==> config.mk <==
export PLATFORM = sky130hd
export DESIGN_NAME = ahb_master_ctrl
export DESIGN_NICKNAME = d
export VERILOG_FILES = /design/src/rtl/ahb_master_ctrl.sv
export SDC_FILE = /design/constraint.sdc
export NUM_CORES = 1
export LEC_CHECK = 0
export ABC_AREA = 0
export CAP_MARGIN = 40
export CORE_MARGIN = 2
export CORE_UTILIZATION = 36
export CTS_BUF_LIST = sky130_fd_sc_hd__clkbuf_4 sky130_fd_sc_hd__clkbuf_8 sky130_fd_sc_hd__clkbuf_16
export DETAILED_ROUTE_END_ITERATION = 12
export PLACE_DENSITY = 0.73
export SLEW_MARGIN = 15
export SYNTH_ARGS = -nofsm -noshare
export SYNTH_HDL_FRONTEND = slang
export SYNTH_SLANG_ARGS = --single-unit
==> constraint.sdc <==
create_clock -name HCLK -period 1.82 [get_ports HCLK]
set_input_delay 0.182 -clock HCLK [delete_from_list [all_inputs] [get_ports HCLK]]
set_output_delay 0.182 -clock HCLK [all_outputs]
set_load 0.05 [all_outputs]
==> src/rtl/ahb_master_ctrl.sv <==
// AHB master sequencer: arbitrates between the instruction-fetch and data
// clients, runs the HBUSREQ/HGRANT handshake, issues single NONSEQ transfers
// and returns completion (plus read data) to whichever client was chosen.
module ahb_master_ctrl #(
  parameter int ADDR_W     = 32,
  parameter int DATA_W     = 32,
  parameter int STARVE_LIM = 4,   // 1..15
  parameter int RETRY_MAX  = 7    // 1..15
) (
  input  logic              HCLK,
  input  logic              HRESETn,
  // AHB master port
  output logic              HBUSREQ,
  output logic              HLOCK,
  input  logic              HGRANT,
  input  logic              HREADY,
  input  logic [1:0]        HRESP,
  output logic [1:0]        HTRANS,
  output logic [ADDR_W-1:0] HADDR,
  output logic              HWRITE,
  output logic [2:0]        HSIZE,
  output logic [2:0]        HBURST,
  output logic [DATA_W-1:0] HWDATA,
  input  logic [DATA_W-1:0] HRDATA,
  // instruction-fetch client (read-only, word sized)
  input  logic              if_req,
  input  logic [ADDR_W-1:0] if_addr,
  output logic              if_done,
  output logic [DATA_W-1:0] if_rdata,
  // data-memory client
  input  logic              dm_req,
  input  logic              dm_write,
  input  logic [2:0]        dm_size,
  input  logic [ADDR_W-1:0] dm_addr,
  input  logic [DATA_W-1:0] dm_wdata,
  output logic              dm_done,
  output logic [DATA_W-1:0] dm_rdata,
  // qualifies if_done/dm_done: the transfer failed
  output logic              err
);

  typedef enum logic [1:0] {
    S_IDLE = 2'd0,
    S_REQ  = 2'd1,
    S_ADDR = 2'd2,
    S_DATA = 2'd3
  } state_e;

  localparam logic [1:0] RESP_OKAY    = 2'b00;
  localparam logic [1:0] RESP_ERROR   = 2'b01;
  localparam logic [1:0] TRANS_IDLE   = 2'b00;
  localparam logic [1:0] TRANS_NONSEQ = 2'b10;
  localparam logic [2:0] SIZE_WORD    = 3'b010;
  localparam logic [3:0] STARVE_LIM_C = 4'(STARVE_LIM);
  localparam logic [3:0] RETRY_MAX_C  = 4'(RETRY_MAX);

  state_e              state_q, state_d;
  logic [ADDR_W-1:0]   addr_q, addr_d;
  logic [DATA_W-1:0]   wdata_q, wdata_d;
  logic                write_q, write_d;
  logic [2:0]          size_q, size_d;
  logic                owner_dm_q, owner_dm_d;
  logic [3:0]          starve_q, starve_d;
  logic [3:0]          retry_q, retry_d;
  logic                if_done_q, if_done_d;
  logic                dm_done_q, dm_done_d;
  logic                err_q, err_d;
  logic [DATA_W-1:0]   rdata_q, rdata_d;

  logic any_req;
  logic dm_wins;
  logic resp_ok;
  logic resp_err;
  logic give_up;

  assign any_req  = if_req | dm_req;
  // IF is forced through only once DM has won STARVE_LIM times in a row.
  assign dm_wins  = dm_req & ~(if_req & (starve_q == STARVE_LIM_C));
  assign resp_ok  = (HRESP == RESP_OKAY);
  assign resp_err = (HRESP == RESP_ERROR);
  // RETRY/SPLIT with the re-issue budget already spent is reported as a failure.
  assign give_up  = resp_ok | resp_err | (retry_q == RETRY_MAX_C);

  // State register.
  // NOTE: sequential blocks use non-blocking (<=) so every flop samples the
  // pre-edge values regardless of statement order.
  always_ff @(posedge HCLK or negedge HRESETn) begin
    if (!HRESETn) state_q <= S_IDLE;
    else          state_q <= state_d;
  end

  // Next-state: request, grant wait, address phase, data phase.
  // NOTE: every combinational output gets a default first; a missing branch
  // would otherwise infer a latch.
  always_comb begin
    state_d = state_q;
    unique case (state_q)
      S_IDLE: if (any_req)           state_d = S_REQ;
      S_REQ:  if (HGRANT && HREADY)  state_d = S_ADDR;
      S_ADDR: if (HREADY)            state_d = S_DATA;
      S_DATA: if (HREADY)            state_d = give_up ? S_IDLE : S_REQ;
      default:                       state_d = S_IDLE;
    endcase
  end

  // Bus outputs follow the state; attributes always come from the latched copy.
  always_comb begin
    HBUSREQ = 1'b0;
    HTRANS  = TRANS_IDLE;
    HWDATA  = '0;
    unique case (state_q)
      S_REQ:  HBUSREQ = 1'b1;
      S_ADDR: begin
        HBUSREQ = 1'b1;
        HTRANS  = TRANS_NONSEQ;
      end
      S_DATA: if (write_q) HWDATA = wdata_q;
      default: ;
    endcase
  end

  assign HLOCK    = 1'b0;
  assign HBURST   = 3'b000;
  assign HADDR    = addr_q;
  assign HWRITE   = write_q;
  assign HSIZE    = size_q;
  assign if_done  = if_done_q;
  assign dm_done  = dm_done_q;
  assign if_rdata = rdata_q;
  assign dm_rdata = rdata_q;
  assign err      = err_q;

  // Transfer bookkeeping: client selection, starvation/retry counters, completion.
  always_comb begin
    addr_d     = addr_q;
    wdata_d    = wdata_q;
    write_d    = write_q;
    size_d     = size_q;
    owner_dm_d = owner_dm_q;
    starve_d   = starve_q;
    retry_d    = retry_q;
    rdata_d    = rdata_q;
    if_done_d  = 1'b0;
    dm_done_d  = 1'b0;
    err_d      = 1'b0;

    if (state_q == S_IDLE && any_req) begin
      if (dm_wins) begin
        owner_dm_d = 1'b1;
        addr_d     = dm_addr;
        wdata_d    = dm_wdata;
        write_d    = dm_write;
        size_d     = dm_size;
        if (if_req && starve_q != STARVE_LIM_C) starve_d = starve_q + 4'd1;
      end else begin
        owner_dm_d = 1'b0;
        addr_d     = if_addr;
        wdata_d    = '0;
        write_d    = 1'b0;
        size_d     = SIZE_WORD;
        starve_d   = '0;
      end
    end

    if (state_q == S_DATA && HREADY) begin
      if (give_up) begin
        if_done_d = ~owner_dm_q;
        dm_done_d = owner_dm_q;
        err_d     = ~resp_ok;
        rdata_d   = resp_ok ? HRDATA : '0;
        retry_d   = '0;
      end else begin
        retry_d   = retry_q + 4'd1;
      end
    end
  end

  // Datapath registers.
  always_ff @(posedge HCLK or negedge HRESETn) begin
    if (!HRESETn) begin
      addr_q     <= '0;
      wdata_q    <= '0;
      write_q    <= 1'b0;
      size_q     <= '0;
      owner_dm_q <= 1'b0;
      starve_q   <= '0;
      retry_q    <= '0;
      rdata_q    <= '0;
      if_done_q  <= 1'b0;
      dm_done_q  <= 1'b0;
      err_q      <= 1'b0;
    end else begin
      addr_q     <= addr_d;
      wdata_q    <= wdata_d;
      write_q    <= write_d;
      size_q     <= size_d;
      owner_dm_q <= owner_dm_d;
      starve_q   <= starve_d;
      retry_q    <= retry_d;
      rdata_q    <= rdata_d;
      if_done_q  <= if_done_d;
      dm_done_q  <= dm_done_d;
      err_q      <= err_d;
    end
  end

endmodule

# [Word-level counts from Yosys, hierarchy flattened]
# Index checks and enable logic that the tools add are counted.
[word_totals] register_bits=114 input_bits=140 out_inout_bits=142 word_cells=69
[op_classes] add_sub_neg=2 eq_ne=12 mux=25 n_bitwise=8 reduce_logical=10
[ops] op="32-bit two-way mux" count=5
[ops] op="4-bit two-way mux" count=3
[ops] op="1-bit two-way mux" count=10
[ops] op="2-bit two-way mux" count=5
[ops] op="4-bit by 1-bit adder with 4-bit output (second input constant)" count=2
[ops] op="4-bit by 3-bit equality test with 1-bit output (second input constant)" count=2
[ops] op="2-bit inequality test (second input constant)" count=4
[ops] op="2-bit one-hot mux with 4 select lines" count=1
[ops] op="2-bit by 1-bit equality test with 1-bit output (second input constant)" count=2
[ops] op="2-bit equality test (second input constant)" count=2
[ops] op="1-bit logical AND" count=4
[ops] op="2-bit zero test" count=2
[ops] op="4-bit by 3-bit inequality test with 1-bit output (second input constant)" count=1
[ops] op="2-bit AND reduction" count=2
[ops] op="4-bit AND reduction" count=1
[ops] op="3-bit two-way mux" count=1
[ops] op="1-bit inverter" count=3
[ops] op="1-bit bitwise OR" count=3
[ops] op="1-bit bitwise AND" count=2
[ops] op="2-bit by 1-bit inequality test with 1-bit output (second input constant)" count=1
[ops] op="2-bit OR reduction" count=1

# [Logic depth before layout (Yosys ltp)]
# Gate-level depths: netlist (run 1).
[logic_depth] depth_word=6 mapped_depth=8 mapped_depth_nobuf=5

# [Worst setup path after synthesis (run 1)]
# No wires, ideal clock.
[synth_path] path_type="reg2reg" start="reg state_q[0]" end="reg state_q[1]" setup_ns=0.127 arrival_ns=1.806 t_required_ns=1.693 slack_ns=-0.114 path_stages_with_launch=6 n_path_buf=0 period_less_slack_ns=1.934 path_cell_list="dfrtp_1 > inv_1 > ha_1 > o21ba_1 > or3_1 > mux2_1"
[synth_between] elab_chain_cells=3 word_cells_on_any_way=10 cone_classes="7 x eq/ne; 1 x mux; 2 x reduce/logical"
[synth_rtl] item="start: declaration" line_no="57" source="state_e state_q, state_d;"
[synth_rtl] item="start signal: assignment" line_no="89" source="else state_q <= state_d;"
[synth_rtl] item="2-bit by 1-bit equality test with 1-bit output (tied with other cells)" line_no="97" source="unique case (state_q)"
[synth_rtl] item="2-bit inequality test (no source line)"
[synth_rtl] item="4-bit AND reduction (no source line)"
# Parallel ways exist; a longest one is shown, timed or not.
# A chain may end at the register's enable or synchronous reset.

# [Worst setup path after layout (run 1)]
[layout_path] start="reg rdata_q[21], in the netlist dm_rdata[21]" end="out if_rdata[21]"
[layout_rtl] item="start: declaration" line_no="68" source="logic [DATA_W-1:0] rdata_q, rdata_d;"
[layout_rtl] item="start signal: assignment" line_no="200" source="rdata_q <= rdata_d;"
[layout_rtl] item="end: declaration" line_no="29" source="output logic [DATA_W-1:0] if_rdata,"
# No word-level cell between the ends.

==> results.toml, run 1 <==
[run_status]
outcome = "finished, final reports clean"

[timing]
finalCritPeriodShare_pct = 98.0
finalSetupTns_ns = 0
period_needed_ns = 1.78
max_freq_mhz = 560
maxSlewViolCount = 0
slew_headroom_pct = 58.2
setup_viol = 0
hold_viol_final = 0
skew_ns = 0.00723
worst_slew_pin_slew_ns = 0.627

[placed_design]
gp_congestion = 0.838
portBuffers = 276
dp_hpwl_microns = 12400
dpl.cell_count = 933
postPlaceCellArea_sq_mm = 0.00865

[critical_path]
crit_path_top_delay_cell = "clkdlybuf4s50_1"
crit_family = "buffers and inverters"
crit_required_ns = 1.64
arrival_ns = 1.60
end_kind = "output pin"
worst-path-buf-inv = 1
criticalPathCategory = "reg2out"
cp-start-kind = "register"
critPathMaxFanout = 3
crit_chain = "clkdlybuf4s50_1"
critPathMaxStageDelay_ns = 0.82

[logic_synthesis]
syn_inst = 532
synth_top_family_by_area = "simple AND/OR/NAND/NOR gates"
syn_area_sq_mm = 0.00554
synth-compound-area-share_pct = 16.5
synth-xor-area-share_pct = 0
synth_area_per_cell_sq_um = 10.4
synth.distinct_cells = 37
synth_commonest_cells = "dfrtp_1 (114), nand2_1 (73), buf_4 (37), clkbuf_1 (37), nand4_1 (36)"
ys_ff_latch = 114
ys_seq_area_share_pct = 51.5
yosys.area.top_type = "dfrtp_1"
synth_fa_ha_area_share_pct = 1.81
muxShareOfSynthArea_pct = 0.384
yosys_warnings = 0
synth_most_common_cell = "dfrtp_1"
synth-main-ff-cell = "dfrtp_1"
synth_area_leaders = "dfrtp_1 (51%), a22o_1 (5.5%), nor4b_1 (5.1%)"
synth-simple-area-share_pct = 19.9
async_flop_share_pct = 100
synth_edf_count = 0
synth_top_area_share_pct = 51.5

[global_route]
grt_usage_pct = 21.5
antenna_found_initial = 0
use_met1_pct = 24.3
gr-usage-met3_pct = 6.05
grt_pass1_wl_microns = 27400
grt.busiest_layer = "met2"
met2_usage_pct = 38.2
grt_pass1_vias = 5233
grt.overflow.total = 0
grt_max_degree = 115

[floorplan]
fp.coreArea_sq_mm = 0.0151
die_area_sq_mm = 0.0164
die_w_microns = 128
start_util_pct = 36.6
ios = 282
num_rows = 45
die_h_microns = 128

[detailed_routing]
wl_per_cell_microns = 18.2
vias = 5162
postRouteAntennaNets = 0
drt_iter0_markers = 222
first_pass_iters = 4
routed_wl_microns = 17700
drcViolationCount = 0
via_per_inst = 5.31

[cells_and_area]
finalNetCount = 919
stdcell_area_sq_mm = 0.00940
post-route-util_pct = 62.0
n_fill_cell = 1208
antennaDiodeCount = 0
area_growth_pct = 69.5
fin_cells = 972
drive_gt1_share_pct = 15.1

[clock_tree]
cts_made_buffers = 17
cts-root-buf = "clkbuf_16"
h-tree-depth = 4
cts.sinks = 114
clock_path_buffers = 2
tritoncts = "built"
path_clk_slew_ns = 0.05
clk_latency_ns = 0.41

[power_and_ir_drop]
cellLeakagePower_nw = 4.63
p_per_area_mw_per_mm2 = 1940
power_mw = 18.2
ir_worst_vdd_v = 0.000984

[flow_run]
maxCapViolations = 0

[min_path]
hold_path_class = "in2reg"
[logic make-up after synthesis]
family / count (synthesis)
and+or+nand+nor: 192
AOI/OAI and AO/OA: 119
DFF: 114
buffers and inverters: 96
adders and majority gates: 8
muxes: 2
other: 1
[state kept, by name, indices dropped and copies added, names as in the netlist, 2 cells and up]
name and count:
HSIZE 3, retry_q 4, HADDR 32, dm_rdata 32
wdata_q 32, starve_q 4, state_q 2
[layout make-up]
type	instances	area, sq um	share of cell area (%)
timing repair buffer	306	3490	37.2
sequential	114	2860	30.4
multi-input combinational	326	2210	23.5
clock buffer	21	468	4.98
tap	188	235	2.50
clock inverter	11	111	1.19
inverter	6	22.5	0.240
[cells in the final DEF (no fill, tap or decap), types with 3 or more instances in the layout]
cell,instances
a21o_1,33
a22o_1,35
and3_1,30
and3_4,3
buf_12,44
buf_4,29
clkbuf_16,17
clkdlybuf4s50_1,201
clkinv_2,7
conb_1,5
dfrtp_1,112
dlygate4sd2_1,4
dlymetal6s2s_1,26
ha_1,6
inv_1,5
nand2_1,73
nand3_1,5
nand4_1,36
nor2_1,4
nor4b_1,32
o211ai_1,33
o21ai_0,8
[report_power, final]
part	switching, mW	internal [mW]
Combinational	6.68	3.81
Clock	1.14	2.10
Sequential	0.802	3.68
[routing by layer]
metal  routed length (microns)  vias up
li1                          -     2377
met1                      6960     2506
met2                      9060      247
met3                      1320       32
met4                       408        0
met5                         0        -
[through the flow]
stage / hold WS (ns) / setup WS, ns
finish: 0.343 / 0.0358
global route: 0.339 / -0.00692
CTS: 0.325 / 0.00212
detailed placement: 0.333 / -0.00294
global placement: 0.320 / 0.0666
floorplan: -0.114 / 0.0253
[worst paths after layout]
check / start / end / slack [ns] / depth (start not counted)
worst max-delay path: dm_rdata[21]$_DFFE_PN0P_ / if_rdata[21] / 0.04 / 1
worst min-delay path: if_addr[22] / HADDR[22]$_DFFE_PN0P_ / 0.34 / 3
worst max register to register: state_q[1]$_DFFE_PN0P_ / state_q[1]$_DFFE_PN0P_ / 0.04 / 5
worst min register to register: owner_dm_q$_DFFE_PN0P_ / if_done$_DFF_PN0_ / 0.42 / 1
max in group asynchronous: HRESETn / state_q[1]$_DFFE_PN0P_ / 0.89 / 3
min in group asynchronous: HRESETn / dm_rdata[9]$_DFFE_PN0P_ / 0.43 / 3
[what timing repair did]
action | in CTS | in global routing
resized for setup | 10 | 34
hold buffers | 1 | 0
endpoints found under the setup margin | 37 | 107
setup buffers | 5 | 1
gates cloned | 0 | 0
endpoints found under the hold margin | 114 | 0
Power figures use the tool's default switching activity.
==> run 2, diff against run 1 <==
--- a/config.mk
+++ b/config.mk
@@ -16,3 +16,4 @@
 export SYNTH_ARGS = -nofsm -noshare
 export SYNTH_HDL_FRONTEND = slang
 export SYNTH_SLANG_ARGS = --single-unit
+export TNS_END_PERCENT = 10
==> results.toml, run 2 (same netlist as run 1, synthesis figures left out) <==
[run_status]
outcome = "finished, final reports clean"

[cells_and_area]
fin_cells = 971
stdcell_area_sq_mm = 0.00939
antennaDiodeCount = 0
post-route-util_pct = 62.0
area_growth_pct = 69.4
drive_gt1_share_pct = 14.8
final_common_cell = "clkdlybuf4s50_1"
n_fill_cell = 1205
finalNetCount = 918
final_cell_mix = "clkdlybuf4s50_1 (201), dfrtp_1 (113), nand2_1 (73), buf_12 (44), nand4_1 (36)"

[placed_design]
portBuffers = 276
dpl.cell_count = 933
dp_hpwl_microns = 12400
pre_cts_slack_ns = -0.00294
gp_congestion = 0.838
postPlaceCellArea_sq_mm = 0.00865

[floorplan]
start_util_pct = 36.6
ios = 282
die_area_sq_mm = 0.0164
die_w_microns = 128
die_h_microns = 128
fp.coreArea_sq_mm = 0.0151
num_rows = 45

[critical_path]
arrival_ns = 1.60
cp-startpoint = "dm_rdata[21]$_DFFE_PN0P_"
cp-start-kind = "register"
critPathMaxStageDelay_ns = 0.82
critPathMaxFanout = 3
crit_chain = "clkdlybuf4s50_1"
crit_path_top_delay_cell = "clkdlybuf4s50_1"
reg2reg_from = "state_q[1]$_DFFE_PN0P_"
criticalPathCategory = "reg2out"
crit_required_ns = 1.64
worst-path-buf-inv = 1
end_kind = "output pin"
crit_family = "buffers and inverters"

[min_path]
hold_path_class = "in2reg"
min_from = "if_addr[22]"

[detailed_routing]
wl_per_cell_microns = 18.2
via_per_inst = 5.28
first_pass_iters = 4
postRouteAntennaNets = 0
routed_wl_microns = 17700
drt_iter0_markers = 216
vias = 5126
drcViolationCount = 0

[clock_tree]
path_clk_slew_ns = 0.05
tritoncts = "built"
cts.sinks = 114
cts-root-buf = "clkbuf_16"
clk_latency_ns = 0.41
clock_path_buffers = 2
h-tree-depth = 4
cts_made_buffers = 17

[timing]
hold_viol_final = 0
max_freq_mhz = 561
worst_slew_pin_slew_ns = 0.620
skew_ns = 0.00732
hold_ws_ns = 0.343
slew_headroom_pct = 58.7
worst_slack_ns = 0.0386
period_needed_ns = 1.78
finalSetupTns_ns = 0
setup_viol = 0
finalCritPeriodShare_pct = 97.9
maxSlewViolCount = 0

[power_and_ir_drop]
combPwrFrac_pct = 57.6
cellLeakagePower_nw = 4.63
power_mw = 18.2
switchingPower_mw = 8.60
ir_worst_vdd_v = 0.000984
p_per_area_mw_per_mm2 = 1940
pwr-share-clk_pct = 17.8
pwr-share-seq_pct = 24.6
internal_power_mw = 9.58
swShare_pct = 47.3

[global_route]
antenna_found_initial = 0
grt_pass1_wl_microns = 27400
grt.overflow.total = 0
grt_max_degree = 115
grt_pass1_vias = 5207
grt_usage_pct = 21.4

[flow_run]
maxCapViolations = 0
run 2: cell types whose count changed in the layout (fill, tap and decap cells not counted), sizes merged:
| cell | delta |
|---|---|
| buf | -1 |
run 2: area by class of cell:
cell class	instances	area, sq um	area share, %
clock buffer	21	468	4.99
tap	188	235	2.51
multi-input combinational	326	2210	23.6
timing repair buffer	305	3480	37.1
sequential	114	2850	30.4
clock inverter	11	111	1.19
inverter	6	22.5	0.240
run 2: worst paths after layout:
kind,end,slack (ns),depth (start not counted)
min,HADDR[22]$_DFFE_PN0P_,0.34,3
min in group asynchronous,dm_rdata[9]$_DFFE_PN0P_,0.43,3
max,if_rdata[21],0.04,1
max in group asynchronous,HADDR[28]$_DFFE_PN0P_,0.93,3
min reg2reg,if_done$_DFF_PN0_,0.42,1
max reg2reg,state_q[1]$_DFFE_PN0P_,0.05,5
run 2: routing by layer:
layer	vias up	GRT usage [%]	part of all wire (%)
met5	-	0	0
met4	0	8.60	2.3
met3	34	6.05	7.2
met2	238	37.8	51
met1	2482	24.5	39
li1	2372	-	-
run 2: worst register-to-register path, stage by stage, from the launching register on:
cell and delay, ns:
dfrtp_1 0.43, buf_4 0.16, ha_2 0.16, o21ba_1 0.20, or3_4 0.40, mux2_4 0.31
run 2: timing repair:
action                                  4_1_cts  5_1_grt
hold buffers                                  1        0
cloned                                        0        0
pin swaps                                     0        0
setup buffers                                 4        1
endpoints found under the hold margin       114        0
resized for setup                            10       33
endpoints found under the setup margin       37       95
run 2: power by group through the flow:
stage | Combinational [mW] | Sequential, mW | Clock (mW)
final | 10.5 | 4.48 | 3.23
after CTS | 10.5 | 4.47 | 3.30
after detailed placement | 10.4 | 4.50 | 0
after global placement | 10.2 | 4.43 | 0
after global routing | 11.0 | 4.63 | 3.43
after floorplan | 4.48 | 6.94 | 0
==> run 3, diff against run 2 <==
--- a/config.mk
+++ b/config.mk
@@ -7,7 +7,7 @@
 export LEC_CHECK = 0
 export ABC_AREA = 0
 export CAP_MARGIN = 40
-export CORE_MARGIN = 2
+export CORE_MARGIN = 4
 export CORE_UTILIZATION = 36
 export CTS_BUF_LIST = sky130_fd_sc_hd__clkbuf_4 sky130_fd_sc_hd__clkbuf_8 sky130_fd_sc_hd__clkbuf_16
 export DETAILED_ROUTE_END_ITERATION = 12
==> results.toml, run 3 (same netlist as run 1, synthesis figures left out) <==
[run_status]
outcome = "finished, final reports clean"

[cells_and_area]
final_common_cell = "clkdlybuf4s50_1"
final_cell_mix = "clkdlybuf4s50_1 (194), dfrtp_1 (112), nand2_1 (73), buf_12 (48), nand4_1 (36)"
fin_cells = 969
finalNetCount = 916
antennaDiodeCount = 0
ff_latch_area_sq_mm = 0.00286
drive_gt1_share_pct = 14.6
multiInputGateArea_sq_mm = 0.00222
area_growth_pct = 71.5
n_fill_cell = 1188

[global_route]
grt.overflow.total = 0
grt_pass1_wl_microns = 28500
antenna_found_initial = 0
grt_pass1_vias = 5185
grt_usage_pct = 20.4
grt_max_degree = 52

[critical_path]
cp-start-kind = "register"
crit_path_top_delay_cell = "clkdlybuf4s50_1"
critPathMaxFanout = 3
criticalPathCategory = "reg2out"
crit_required_ns = 1.64
end_kind = "output pin"
critPathMaxStageDelay_ns = 0.82
worst-path-buf-inv = 1
crit_family = "buffers and inverters"
arrival_ns = 1.61
crit_chain = "clkdlybuf4s50_1"

[timing]
worst_slack_ns = 0.0235
finalCritPeriodShare_pct = 98.7
worst_slew_pin_slew_ns = 0.544
max_freq_mhz = 557
period_needed_ns = 1.80
setup_viol = 0
maxSlewViolCount = 0
slew_headroom_pct = 63.7
skew_ns = 0.0139
hold_viol_final = 0

[detailed_routing]
met3WireLength_microns = 1180
routed.top_layer = "met4"
drcViolationCount = 0
met1_length_microns = 7420
via_per_inst = 5.26
wl_per_cell_microns = 19.0
drt_iter0_markers = 268
vias = 5096
routed_wl_microns = 18400
postRouteAntennaNets = 0
wl_met2_microns = 9670
first_pass_iters = 7

[floorplan]
die_w_microns = 132
start_util_pct = 36.6
num_rows = 45
ios = 282
die_h_microns = 132
fp.coreArea_sq_mm = 0.0151
die_area_sq_mm = 0.0174

[flow_run]
maxCapViolations = 0

[min_path]
hold_path_class = "in2async"

[placed_design]
dpl.cell_count = 932
pre_cts_slack_ns = -0.0222
portBuffers = 276
gp_congestion = 0.819
dp_hpwl_microns = 13200

[power_and_ir_drop]
ir_worst_vdd_v = 0.000863
cellLeakagePower_nw = 4.68
p_per_area_mw_per_mm2 = 1950
power_mw = 18.5

[clock_tree]
clock_path_buffers = 2
cts-root-buf = "clkbuf_16"
clk_latency_ns = 0.40
cts.sinks = 114
tritoncts = "built"
h-tree-depth = 4
cts_made_buffers = 17
path_clk_slew_ns = 0.06
[run 3: cell count changes in the layout (fill, tap and decap cells not counted), sizes merged]
cell | previous run | this run
dlygate4sd2 | 4 | 13
clkdlybuf4s50 | 201 | 194
buf | 73 | 68
bufinv | 2 | 4
clkinv | 8 | 6
clkinvlp | 1 | 3
clkbuf | 21 | 20
[run 3: layout make-up]
class,count,area share (%)
Clock inverter,13,1.93
Timing Repair Buffer,303,37.1
Multi-Input combinational cell,326,23.4
Tap cell,188,2.47
Clock buffer,19,4.77
Inverter,6,0.237
Sequential cell,114,30.0
[run 3: path summary, 6_finish.rpt]
path | start | endpoint | slack [ns] | cells past startpoint
worst max-delay path | dm_rdata[12]$_DFFE_PN0P_ | if_rdata[12] | 0.02 | 1
worst min-delay path | HRESETn | dm_rdata[10]$_DFFE_PN0P_ | 0.27 | 2
worst max register to register | state_q[1]$_DFFE_PN0P_ | state_q[1]$_DFFE_PN0P_ | 0.03 | 5
worst min register to register | owner_dm_q$_DFFE_PN0P_ | if_done$_DFF_PN0_ | 0.42 | 1
max in group asynchronous | HRESETn | wdata_q[16]$_DFFE_PN0P_ | 0.93 | 3
min in group HCLK | if_addr[16] | HADDR[16]$_DFFE_PN0P_ | 0.35 | 3
[run 3: timing repair]
item                                    CTS  global route
hold endpoints to repair                 25             0
cloned                                    0             1
resized for setup                        17            38
hold buffers                              1             0
setup buffers                             3             0
endpoints found under the setup margin   45            80
[run 3: per-stage QoR]
stage | utilization, % | hold slack (ns) | cell area [sq um] | setup TNS [ns]
final | 62.8 | 0.268 | 9510 | 0
after global routing | 62.8 | 0.280 | 9510 | -0.0725
after CTS | 61.8 | 0.241 | 9360 | 0
after detailed placement | 57.4 | 0.134 | 8690 | -0.0339
after global placement | 57.4 | 0.125 | 8690 | 0
after floorplan | - | -0.114 | 5560 | 0
[run 3: report_power, final]
| part | total [mW] | internal [mW] | switching [mW] | leakage, nW |
|---|---|---|---|---|
| logic | 10.5 | 3.80 | 6.71 | 2.92 |
| clock network | 3.53 | 2.36 | 1.17 | 0.305 |
| registers | 4.49 | 3.68 | 0.812 | 1.45 |
| total | 18.5 | 9.84 | 8.69 | 4.68 |
[run 3: layer usage]
layer  GRT usage [%]  vias up
li1                -     2373
met2            35.1      223
met1            24.9     2492
met4            5.37        0
met5               0        -
met3            5.99        8
